File: src/rtl/scan_pkg.sv
// scan_pkg: shared constants and state type for the channel-scan sequencer.
package scan_pkg;

   localparam int DEF_IDX_W   = 3;
   localparam int DEF_DWELL_W = 8;
   localparam int DEF_N_CH    = 2 ** DEF_IDX_W;

   typedef enum logic {
      IDLE = 1'b0,
      SCAN = 1'b1
   } state_t;

endpackage : scan_pkg

File: src/rtl/scan_index_sequencer_if.sv
// scan_index_sequencer_if: control inputs and scan outputs of the sequencer.
// Optional macro SCAN_SWEEP_CNT_EN adds the 16-bit sweep_count output.
interface scan_index_sequencer_if #(
   parameter int IDX_W   = 3,
   parameter int DWELL_W = 8
);
   logic                  start;
   logic                  stop;
   logic                  continuous;
   logic [2**IDX_W-1:0]   ch_mask;
   logic [DWELL_W-1:0]    dwell;
   logic [IDX_W-1:0]      sel_idx;
   logic                  sel_valid;
   logic                  slot_done;
   logic                  sweep_done;
   logic                  busy;
`ifdef SCAN_SWEEP_CNT_EN
   logic [15:0]           sweep_count;
`endif

   // Controller side: drives the requests, observes the scan.
   modport master (
      output start, stop, continuous, ch_mask, dwell,
      input  sel_idx, sel_valid, slot_done, sweep_done, busy
`ifdef SCAN_SWEEP_CNT_EN
      , input sweep_count
`endif
   );

   // Sequencer side.
   modport slave (
      input  start, stop, continuous, ch_mask, dwell,
      output sel_idx, sel_valid, slot_done, sweep_done, busy
`ifdef SCAN_SWEEP_CNT_EN
      , output sweep_count
`endif
   );

endinterface : scan_index_sequencer_if

File: src/rtl/scan_next_idx.sv
// scan_next_idx: finds the next enabled channel above idx and the lowest
// enabled channel of a mask. Purely combinational.
module scan_next_idx #(
   parameter int IDX_W = 3
) (
   input  logic [2**IDX_W-1:0] mask,
   input  logic [IDX_W-1:0]    idx,
   output logic [IDX_W-1:0]    next_idx,
   output logic                none_higher,
   output logic [IDX_W-1:0]    low_idx
);
   localparam int N = 2 ** IDX_W;

   logic [N-1:0] higher;

   genvar gi;
   generate
      for (gi = 0; gi < N; gi++) begin : g_higher
         assign higher[gi] = mask[gi] && (IDX_W'(gi) > idx);
      end
   endgenerate

   assign none_higher = ~|higher;

   // Priority search from the top so the lowest qualifying bit wins.
   always_comb begin
      next_idx = '0;
      low_idx  = '0;
      for (int i = N - 1; i >= 0; i--) begin
         if (higher[i]) next_idx = IDX_W'(i);
         if (mask[i])   low_idx  = IDX_W'(i);
      end
   end

endmodule : scan_next_idx

File: src/rtl/scan_index_sequencer.sv
// scan_index_sequencer: steps a registered channel index through the enabled
// channels of a mask, holding each for dwell+1 cycles, single or continuous.
// Optional macro SCAN_SWEEP_CNT_EN adds a saturating 16-bit sweep counter.
module scan_index_sequencer
   import scan_pkg::*;
#(
   parameter int IDX_W   = DEF_IDX_W,
   parameter int DWELL_W = DEF_DWELL_W
) (
   input  logic                   clk,
   input  logic                   rst,
   scan_index_sequencer_if.slave  bus
);
   localparam int N = 2 ** IDX_W;

   state_t               state_reg, state_next;
   logic [IDX_W-1:0]     idx_reg, idx_next;
   logic [DWELL_W-1:0]   cnt_reg, cnt_next;
   logic [N-1:0]         mask_reg, mask_next;
   logic [DWELL_W-1:0]   dwell_reg, dwell_next;
   logic                 cont_reg, cont_next;

   logic [N-1:0]         mask_sel;
   logic [IDX_W-1:0]     nxt_higher;
   logic                 none_higher;
   logic [IDX_W-1:0]     low_idx;
   logic                 slot_last;
   logic                 slot_done_int;
   logic                 sweep_done_int;

   // In IDLE the live mask picks the first channel; in SCAN the snapshot drives stepping.
   assign mask_sel = (state_reg == IDLE) ? bus.ch_mask : mask_reg;

   scan_next_idx #(.IDX_W(IDX_W)) u_next (
      .mask        (mask_sel),
      .idx         (idx_reg),
      .next_idx    (nxt_higher),
      .none_higher (none_higher),
      .low_idx     (low_idx)
   );

   assign slot_last      = (state_reg == SCAN) && (cnt_reg == '0);
   assign slot_done_int  = slot_last && !bus.stop;
   assign sweep_done_int = slot_done_int && none_higher;

`ifdef SCAN_SWEEP_CNT_EN
   logic [15:0] sweep_cnt_reg, sweep_cnt_next;
`endif

   // State and snapshot registers.
   always_ff @(posedge clk) begin
      if (rst) begin
         state_reg <= IDLE;
         idx_reg   <= '0;
         cnt_reg   <= '0;
         mask_reg  <= '0;
         dwell_reg <= '0;
         cont_reg  <= 1'b0;
      end else begin
         state_reg <= state_next;
         idx_reg   <= idx_next;
         cnt_reg   <= cnt_next;
         mask_reg  <= mask_next;
         dwell_reg <= dwell_next;
         cont_reg  <= cont_next;
      end
   end

   // Next-state logic: start acceptance, dwell countdown, slot advance and wrap.
   always_comb begin
      state_next = state_reg;
      idx_next   = idx_reg;
      cnt_next   = cnt_reg;
      mask_next  = mask_reg;
      dwell_next = dwell_reg;
      cont_next  = cont_reg;
      case (state_reg)
         IDLE: begin
            // stop outranks start; an empty mask is not a valid request.
            if (!bus.stop && bus.start && (bus.ch_mask != '0)) begin
               state_next = SCAN;
               idx_next   = low_idx;
               cnt_next   = bus.dwell;
               mask_next  = bus.ch_mask;
               dwell_next = bus.dwell;
               cont_next  = bus.continuous;
            end
         end
         SCAN: begin
            if (bus.stop) begin
               state_next = IDLE;
            end else if (cnt_reg == '0) begin
               if (!none_higher) begin
                  idx_next = nxt_higher;
                  cnt_next = dwell_reg;
               end else if (cont_reg) begin
                  idx_next = low_idx;
                  cnt_next = dwell_reg;
               end else begin
                  state_next = IDLE;
               end
            end else begin
               cnt_next = cnt_reg - 1'b1;
            end
         end
         default: state_next = IDLE;
      endcase
   end

`ifdef SCAN_SWEEP_CNT_EN
   // Sweep counter register.
   always_ff @(posedge clk) begin
      if (rst) sweep_cnt_reg <= '0;
      else     sweep_cnt_reg <= sweep_cnt_next;
   end

   // Clear on an accepted start, saturating increment on each sweep_done.
   always_comb begin
      sweep_cnt_next = sweep_cnt_reg;
      if (state_reg == IDLE && !bus.stop && bus.start && (bus.ch_mask != '0))
         sweep_cnt_next = '0;
      else if (sweep_done_int && (sweep_cnt_reg != 16'hFFFF))
         sweep_cnt_next = sweep_cnt_reg + 16'd1;
   end

   assign bus.sweep_count = sweep_cnt_reg;
`endif

   assign bus.sel_idx    = idx_reg;
   assign bus.sel_valid  = (state_reg == SCAN);
   assign bus.busy       = (state_reg == SCAN);
   assign bus.slot_done  = slot_done_int;
   assign bus.sweep_done = sweep_done_int;

endmodule : scan_index_sequencer

File: src/flat_wrapper.sv
// flat-port wrapper written by rule: the top's interface ports become plain ports
module scan_index_sequencer_flat import scan_pkg::*;
#(
   parameter int IDX_W   = DEF_IDX_W,
   parameter int DWELL_W = DEF_DWELL_W
)
  (clk, rst, bus_start, bus_stop, bus_continuous, bus_ch_mask, bus_dwell, bus_sel_idx, bus_sel_valid, bus_slot_done, bus_sweep_done, bus_busy);
  scan_index_sequencer_if #(.IDX_W(IDX_W), .DWELL_W(DWELL_W)) bus_i ();
  input  logic clk;
  input  logic rst;
  input wire logic [$bits(bus_i.start)-1:0] bus_start;
  input wire logic [$bits(bus_i.stop)-1:0] bus_stop;
  input wire logic [$bits(bus_i.continuous)-1:0] bus_continuous;
  input wire logic [$bits(bus_i.ch_mask)-1:0] bus_ch_mask;
  input wire logic [$bits(bus_i.dwell)-1:0] bus_dwell;
  output wire logic [$bits(bus_i.sel_idx)-1:0] bus_sel_idx;
  output wire logic [$bits(bus_i.sel_valid)-1:0] bus_sel_valid;
  output wire logic [$bits(bus_i.slot_done)-1:0] bus_slot_done;
  output wire logic [$bits(bus_i.sweep_done)-1:0] bus_sweep_done;
  output wire logic [$bits(bus_i.busy)-1:0] bus_busy;
  assign bus_i.start = bus_start;
  assign bus_i.stop = bus_stop;
  assign bus_i.continuous = bus_continuous;
  assign bus_i.ch_mask = bus_ch_mask;
  assign bus_i.dwell = bus_dwell;
  assign bus_sel_idx = bus_i.sel_idx;
  assign bus_sel_valid = bus_i.sel_valid;
  assign bus_slot_done = bus_i.slot_done;
  assign bus_sweep_done = bus_i.sweep_done;
  assign bus_busy = bus_i.busy;
  scan_index_sequencer #(.IDX_W(IDX_W), .DWELL_W(DWELL_W)) u_core (.clk(clk), .rst(rst), .bus(bus_i));
endmodule
File: config.mk
export PLATFORM = sky130hd
export DESIGN_NAME = scan_index_sequencer_flat
export DESIGN_NICKNAME = d
export VERILOG_FILES = /design/src/rtl/scan_pkg.sv /design/src/rtl/scan_index_sequencer_if.sv /design/src/rtl/scan_next_idx.sv /design/src/rtl/scan_index_sequencer.sv /design/src/flat_wrapper.sv
export SDC_FILE = /design/constraint.sdc
export NUM_CORES = 1
export LEC_CHECK = 0
export BUFFER_PORTS_ARGS = -buffer_cell sky130_fd_sc_hd__buf_4
export CORE_MARGIN = 4
export CORE_UTILIZATION = 51
export DETAILED_ROUTE_END_ITERATION = 10
export GPL_ROUTABILITY_DRIVEN = 0
export PLACE_DENSITY = 0.75
export SLEW_MARGIN = 20
export SYNTH_ARGS = -nofsm -noshare
export SYNTH_HDL_FRONTEND = slang
export SYNTH_SLANG_ARGS = --single-unit
File: constraint.sdc
create_clock -name clk -period 2.1 [get_ports clk]
set_input_delay 0.42 -clock clk [delete_from_list [all_inputs] [get_ports clk]]
set_output_delay 0.42 -clock clk [all_outputs]
set_load 0.01 [all_outputs]
# Yosys cells after proc, flatten, opt, wreduce, memory -nomap -nowiden
# Index checks and enable logic that the tools add are counted.
# Widths: inputs -> output; s select.
# totals
reg_bits	29
latch_bits	0
mem_bits_rw	0
rom_bits	0
in_bits	21
output_inout_bits	7
wordCells	77
n_memories	0
# op_classes
add_sub_neg	1
n_mul	0
div	0
order_cmp	8
eq_ne	5
shifts	0
muxes	35
bitwise	1
reduce_logical	21
# ops
op	n
$mux 3	21
$mux 8	6
$pmux 8 s2	1
$logic_and 1x1->1	13
$gt 3x3->1 const A	4
$logic_not 8->1	1
$reduce_bool 8->1	1
$reduce_or 8->1	1
$sub 8x1->8 const B	1
$gt 1x3->1 const A	2
$gt 2x3->1 const A	2
$ne 2x2->1 const B	3
$pmux 3 s2	1
$mux 1	5
$ne 4x4->1 const B	1
$reduce_and 4->1	1
$ne 3x3->1 const B	1
$reduce_and 3->1	1
$logic_not 1->1	2
$pmux 1 s2	1
$reduce_and 2->1	1
$not 1->1	1

# Longest topological paths before layout
# depth
depth_word	14
depth_mapped	9
mapped_depth_nobuf	8

# Cells and area by module
# From an unflattened synthesis, not the netlist that was laid out.
# unflattened
hier_cells	215
area_unflattened_um2	1825.5
# modules_own_cells
module	instances	cells_each	area_each_um2	seq_area_each_um2
scan_index_sequencer	1	172	1565.3	580.6
scan_next_idx	1	43	260.2	0.0

# Worst setup path after synthesis
# No wires, ideal clock.
# synth_timing
path_type	flip-flop to output port
start	register u_core.state_reg, in the netlist u_core.bus.busy
end	output port bus_sweep_done
t_arrival_ns	1.770
t_required_ns	1.680
path_slack_ns	-0.090
stages_incl_launch_ff	6
path_buffers	1
path_cell_list	dfxtp_1 -> buf_6 -> mux2_2 -> a22o_1 -> nor4_4 -> and4b_1
# synth_between
elab_chain_len	5
word_cells_on_any_way	14
classes_between	mux (1); reduce/logical (13)
# synth_rtl
element	line_no	text
start: declaration	scan_index_sequencer.sv:16	state_t state_reg, state_next;
start signal: assignment	scan_index_sequencer.sv:60	state_reg <= state_next;
$mux 8	scan_index_sequencer.sv:32	assign mask_sel = (state_reg == IDLE) ? bus.ch_mask : mask_reg;
$logic_and 1x1->1	scan_next_idx.sv:19	assign higher[gi] = mask[gi] && (IDX_W'(gi) > idx);
$reduce_or 8->1	scan_next_idx.sv:23	assign none_higher = ~|higher;
$logic_not 1->1	scan_next_idx.sv:23	
$logic_and 1x1->1 (*)	scan_index_sequencer.sv:44	assign sweep_done_int = slot_done_int && none_higher;
end: declaration	flat_wrapper.sv:19	output wire logic [$bits(bus_i.sweep_done)-1:0] bus_sweep_done;
# Every way passes the cells marked *; elsewhere a longest branch is shown, timed or not.

# Worst setup path after layout
# layout_timing
start	register u_core.cnt_reg[2]
end	output port bus_slot_done
# layout_between
elab_chain_len	3
# layout_rtl
element	line_no	text
start: declaration	scan_index_sequencer.sv:18	logic [DWELL_W-1:0] cnt_reg, cnt_next;
start signal: assignment	scan_index_sequencer.sv:62	cnt_reg <= cnt_next;
$logic_not 8->1	scan_index_sequencer.sv:42	assign slot_last = (state_reg == SCAN) && (cnt_reg == '0);
$logic_and 1x1->1	scan_index_sequencer.sv:42	
$logic_and 1x1->1	scan_index_sequencer.sv:43	assign slot_done_int = slot_last && !bus.stop;
end: declaration	flat_wrapper.sv:18	output wire logic [$bits(bus_i.slot_done)-1:0] bus_slot_done;
# Every way passes these cells.

==> impl_summary.log <==
[metrics] main flop type after synthesis: sky130_fd_sc_hd__dfxtp_1
[metrics] Die Span Y: between 60 and 70 um
[metrics] critical path data arrival time: 1.94 ns
[metrics] relative slew slack: 44.8%
[metrics] mean instance size in the synthesized netlist: 8.58 um2
[metrics] DRC: 0
[metrics] actual slew at the worst max-slew pin: 0.824 ns
[metrics] nature of the critical path startpoint: flop
[metrics] fraction of synthesized area in multiplexers: 15.6%
[metrics] ordered list of cells on the worst path: or4_4 -> nor4b_4 -> buf_4 -> nand2_2 -> nor2_2 -> buf_4
[metrics] routed length per instance: 16.6 um
[metrics] fraction of layout cells with a size suffix above 1: 39.2%
[metrics] syn_nets: 245
[metrics] number of failing hold endpoints at the final stage: 0
[metrics] clock tree root driver cell: sky130_fd_sc_hd__clkbuf_8
[metrics] final hold slack: 0.375 ns
[metrics] Setup WS post-layout: -0.262 ns
[metrics] layout overhead on the synthesized area: 39.5%
[metrics] leakage power figure: 1.10 nW
[metrics] Adder-Cell Fraction of Synth Area: 1.31%
[metrics] Max stage delay on crit path: 0.55 ns
[metrics] simple-gate area share of the yosys netlist: 21.7%
[metrics] share of the clock period used by the worst path: 112%
[metrics] number of buffers created by CTS: 5
[metrics] effective utilization at floorplan: 54.9%
[metrics] leading cell types in the layout, fill and taps excluded: 64 x sky130_fd_sc_hd__buf_4, 31 x sky130_fd_sc_hd__nor2_1, 27 x sky130_fd_sc_hd__dfxtp_1, 22 x sky130_fd_sc_hd__mux2i_1
[metrics] area of the die: between 4000 and 5000 um2
[metrics] highest ir drop seen on vdd: 0.386 mV
[metrics] RSZ-0062 raised after global routing: yes
[metrics] global route overflow: 0
[metrics] share of async-settable or async-resettable flops after synthesis: 0%
[metrics] overall global routing resource usage: 22.1%
[metrics] maximum clock frequency: between 400 and 500 MHz
[metrics] DR vias/cell: 5.81
[metrics] commonest non-fill, non-tap cell in the layout: sky130_fd_sc_hd__buf_4
[metrics] area of the core: 3470 um2
[metrics] clock latency on the worst-skew pair: 0.28 ns
[metrics] number of warnings printed during yosys synthesis: 0
[metrics] Core Util, Final: 76.7%
[metrics] EDFF count, synth: 0
[metrics] required time reported for the critical path endpoint: 1.68 ns
[metrics] result of the run: finished, violations left
[metrics] HPWL after detailed placement: 3.34 mm
[metrics] time the worst path needs with I/O delays and setup: 2.36 ns
[metrics] Synth Cell Area: 1910 um2
[metrics] post-route cell area: 2660 um2
[metrics] number of failing setup endpoints in the final timing report: 25
[metrics] worst clock skew on the final layout: around 0.0047 ns
[metrics] cell occurring most often along the worst timing path: sky130_fd_sc_hd__buf_4
[metrics] Unique masters post-synth: 55
[metrics] Pins Over Slew Limit: 0
[metrics] number of storage elements in the synthesis netlist: 29
[metrics] type of element capturing the critical path: output port
[metrics] Synth Area in XOR/XNOR: 1.38%
[metrics] largest buffer count on any clock path: 2
[metrics] maximum number of pins on one net before global-route repair: 34
[metrics] diode insertion count for antenna repair: 0
[metrics] Max-Cap Viols: 0
[metrics] cell type contributing the most total cell area after synthesis: sky130_fd_sc_hd__dfxtp_1
[metrics] CTS H-Tree Depth: 2
[metrics] slowest cell on the critical path: sky130_fd_sc_hd__or4_4
[metrics] vias post-DR: 1930
[metrics] total routed wirelength: 5.50 mm
[metrics] Synth Instances: 222
[metrics] via count of the first global-routing pass: 1824
[metrics] sequential cell area: 586 um2
[metrics] type of the worst setup path: flop to output port
[metrics] filler cell count: 252
[metrics] row count: 21
[metrics] Antenna Violating Nets Remaining: 0
[metrics] largest fanout on the critical path: 4
[metrics] clock slew seen by the registers of the worst setup and hold paths: 0.06 ns
[metrics] largest family of logic cells by synthesized area: compound AO/OA/AOI/OAI gates
[metrics] number of clock sinks seen by CTS: 29
[metrics] Nets: 309
[metrics] sequential share of the synthesized area: 30.5%
[metrics] number of DRC markers in iteration 0: ~120
[metrics] count of input and output buffers: 27
[metrics] dpl cell area: 2340 um2
[metrics] Pre-antenna DRT Iters: 4
[metrics] first-pass GRT wire length: around 8.5 mm
[metrics] compound-gate portion of the synthesized area: 22.9%
[metrics] ranking of synthesized cells by area: sky130_fd_sc_hd__dfxtp_1 30%, sky130_fd_sc_hd__mux2i_1 14%, sky130_fd_sc_hd__nor2_1 6.9%, sky130_fd_sc_hd__o21ai_0 3.4%, sky130_fd_sc_hd__a211oi_2 3.3%
[metrics] power density normalized to cell area: 600 nW/um2
[metrics] chip width: 69.1 um
[metrics] portion of synthesized cell area occupied by the leading cell type: between 30% and 40%
[metrics] worst hold path class: primary input to flop
[metrics] TritonCTS clock tree: done
[metrics] number of antenna violations at the first check in global routing: 0
[metrics] multi-input gate area in the final layout: 1320 um2
[metrics] I/O pin count: 28
[metrics] violated checks: negative setup slack
worst max-delay path: cells and delay by family (launching register included):
family / cells / cell delay (ns)
simple gates: 4 / 1.04
flops: 1 / 0.32
buf+inv: 2 / 0.30
per-layer routing:
layer  GRT usage, %  part of all wire [%]  vias up
met1           24.4                    41      927
li1               -                     -      928
met2           38.6                    51       59
met5              0                     0        -
met3           5.52                   5.2       16
met4           11.5                   2.7        0
where the power goes:
group	switching, W	internal, W
Combinational	0.000245	0.000261
Sequential	0.0000375	0.000582
Clock	0.000210	0.000260
Total	0.000492	0.00110
kinds of logic (layout without fill, tap and decap cells):
family                   after synthesis  after routing
AO/OA/AOI/OAI                         58             58
multiplexers                          29             29
flip-flops                            29             29
buffers and inverters                 23             87
adder cells (fa/ha/maj)                2              2
AND/OR/NAND/NOR                       78             78
XOR/XNOR                               3              3
worst paths after layout:
check | start | end | slack (ns) | depth (start not counted)
min | bus_continuous | u_core.cont_reg | 0.38 | 3
min reg2reg | u_core.cont_reg | u_core.cont_reg | 0.49 | 2
max reg2reg | u_core.bus.busy | u_core.cnt_reg[0] | -0.13 | 10
max | u_core.cnt_reg[2] | bus_slot_done | -0.26 | 6
synthesized netlist by cell type, types with 2 or more instances:
| master | count |
|---|---|
| sky130_fd_sc_hd__a211oi_1 | 2 |
| sky130_fd_sc_hd__a211oi_2 | 5 |
| sky130_fd_sc_hd__a21o_1 | 2 |
| sky130_fd_sc_hd__a21oi_1 | 10 |
| sky130_fd_sc_hd__a2bb2oi_1 | 2 |
| sky130_fd_sc_hd__and2_1 | 2 |
| sky130_fd_sc_hd__buf_1 | 2 |
| sky130_fd_sc_hd__buf_2 | 4 |
| sky130_fd_sc_hd__buf_6 | 4 |
| sky130_fd_sc_hd__clkbuf_1 | 4 |
| sky130_fd_sc_hd__dfxtp_1 | 29 |
| sky130_fd_sc_hd__ha_1 | 2 |
| sky130_fd_sc_hd__inv_1 | 8 |
| sky130_fd_sc_hd__mux2_2 | 2 |
| sky130_fd_sc_hd__mux2i_1 | 26 |
| sky130_fd_sc_hd__nand2_1 | 10 |
| sky130_fd_sc_hd__nand2b_1 | 3 |
| sky130_fd_sc_hd__nand3_1 | 4 |
| sky130_fd_sc_hd__nor2_1 | 35 |
| sky130_fd_sc_hd__nor2b_1 | 4 |
| sky130_fd_sc_hd__nor3_1 | 6 |
| sky130_fd_sc_hd__nor3b_1 | 2 |
| sky130_fd_sc_hd__nor4_1 | 4 |
| sky130_fd_sc_hd__o211ai_1 | 3 |
| sky130_fd_sc_hd__o21ai_0 | 13 |
| sky130_fd_sc_hd__o21ai_1 | 2 |
| sky130_fd_sc_hd__o21bai_1 | 2 |
| sky130_fd_sc_hd__o31ai_1 | 2 |
| sky130_fd_sc_hd__xnor2_1 | 2 |
what timing repair did:
item	4_1_cts	5_1_grt
gates resized for setup	24	9
endpoints found under the setup margin	14	26
pin swaps	9	9
hold buffers	0	0
buffers inserted	11	4
hold endpoints to repair	0	0
final cells by class:
cell class | instances | area share (%)
multi-input cells | 170 | 49.6
flip-flops and latches | 29 | 22.0
clock buffers | 7 | 3.25
repair buffers | 72 | 21.8
well taps | 46 | 2.16
inverters | 8 | 1.13
through the flow:
stage / total power, W / setup slack (ns) / TNS [ns] / std cells
after floorplan: 0.000899 / -0.0393 / -0.0393 / 222
after global placement: 0.00104 / -0.117 / -1.39 / 312
after detailed placement: 0.00105 / -0.132 / -1.32 / 312
after CTS: 0.00157 / -0.264 / -1.22 / 330
after global routing: 0.00167 / -0.362 / -3.68 / 332
final: 0.00159 / -0.262 / -1.71 / 332
(Power assumes the default switching activity.)
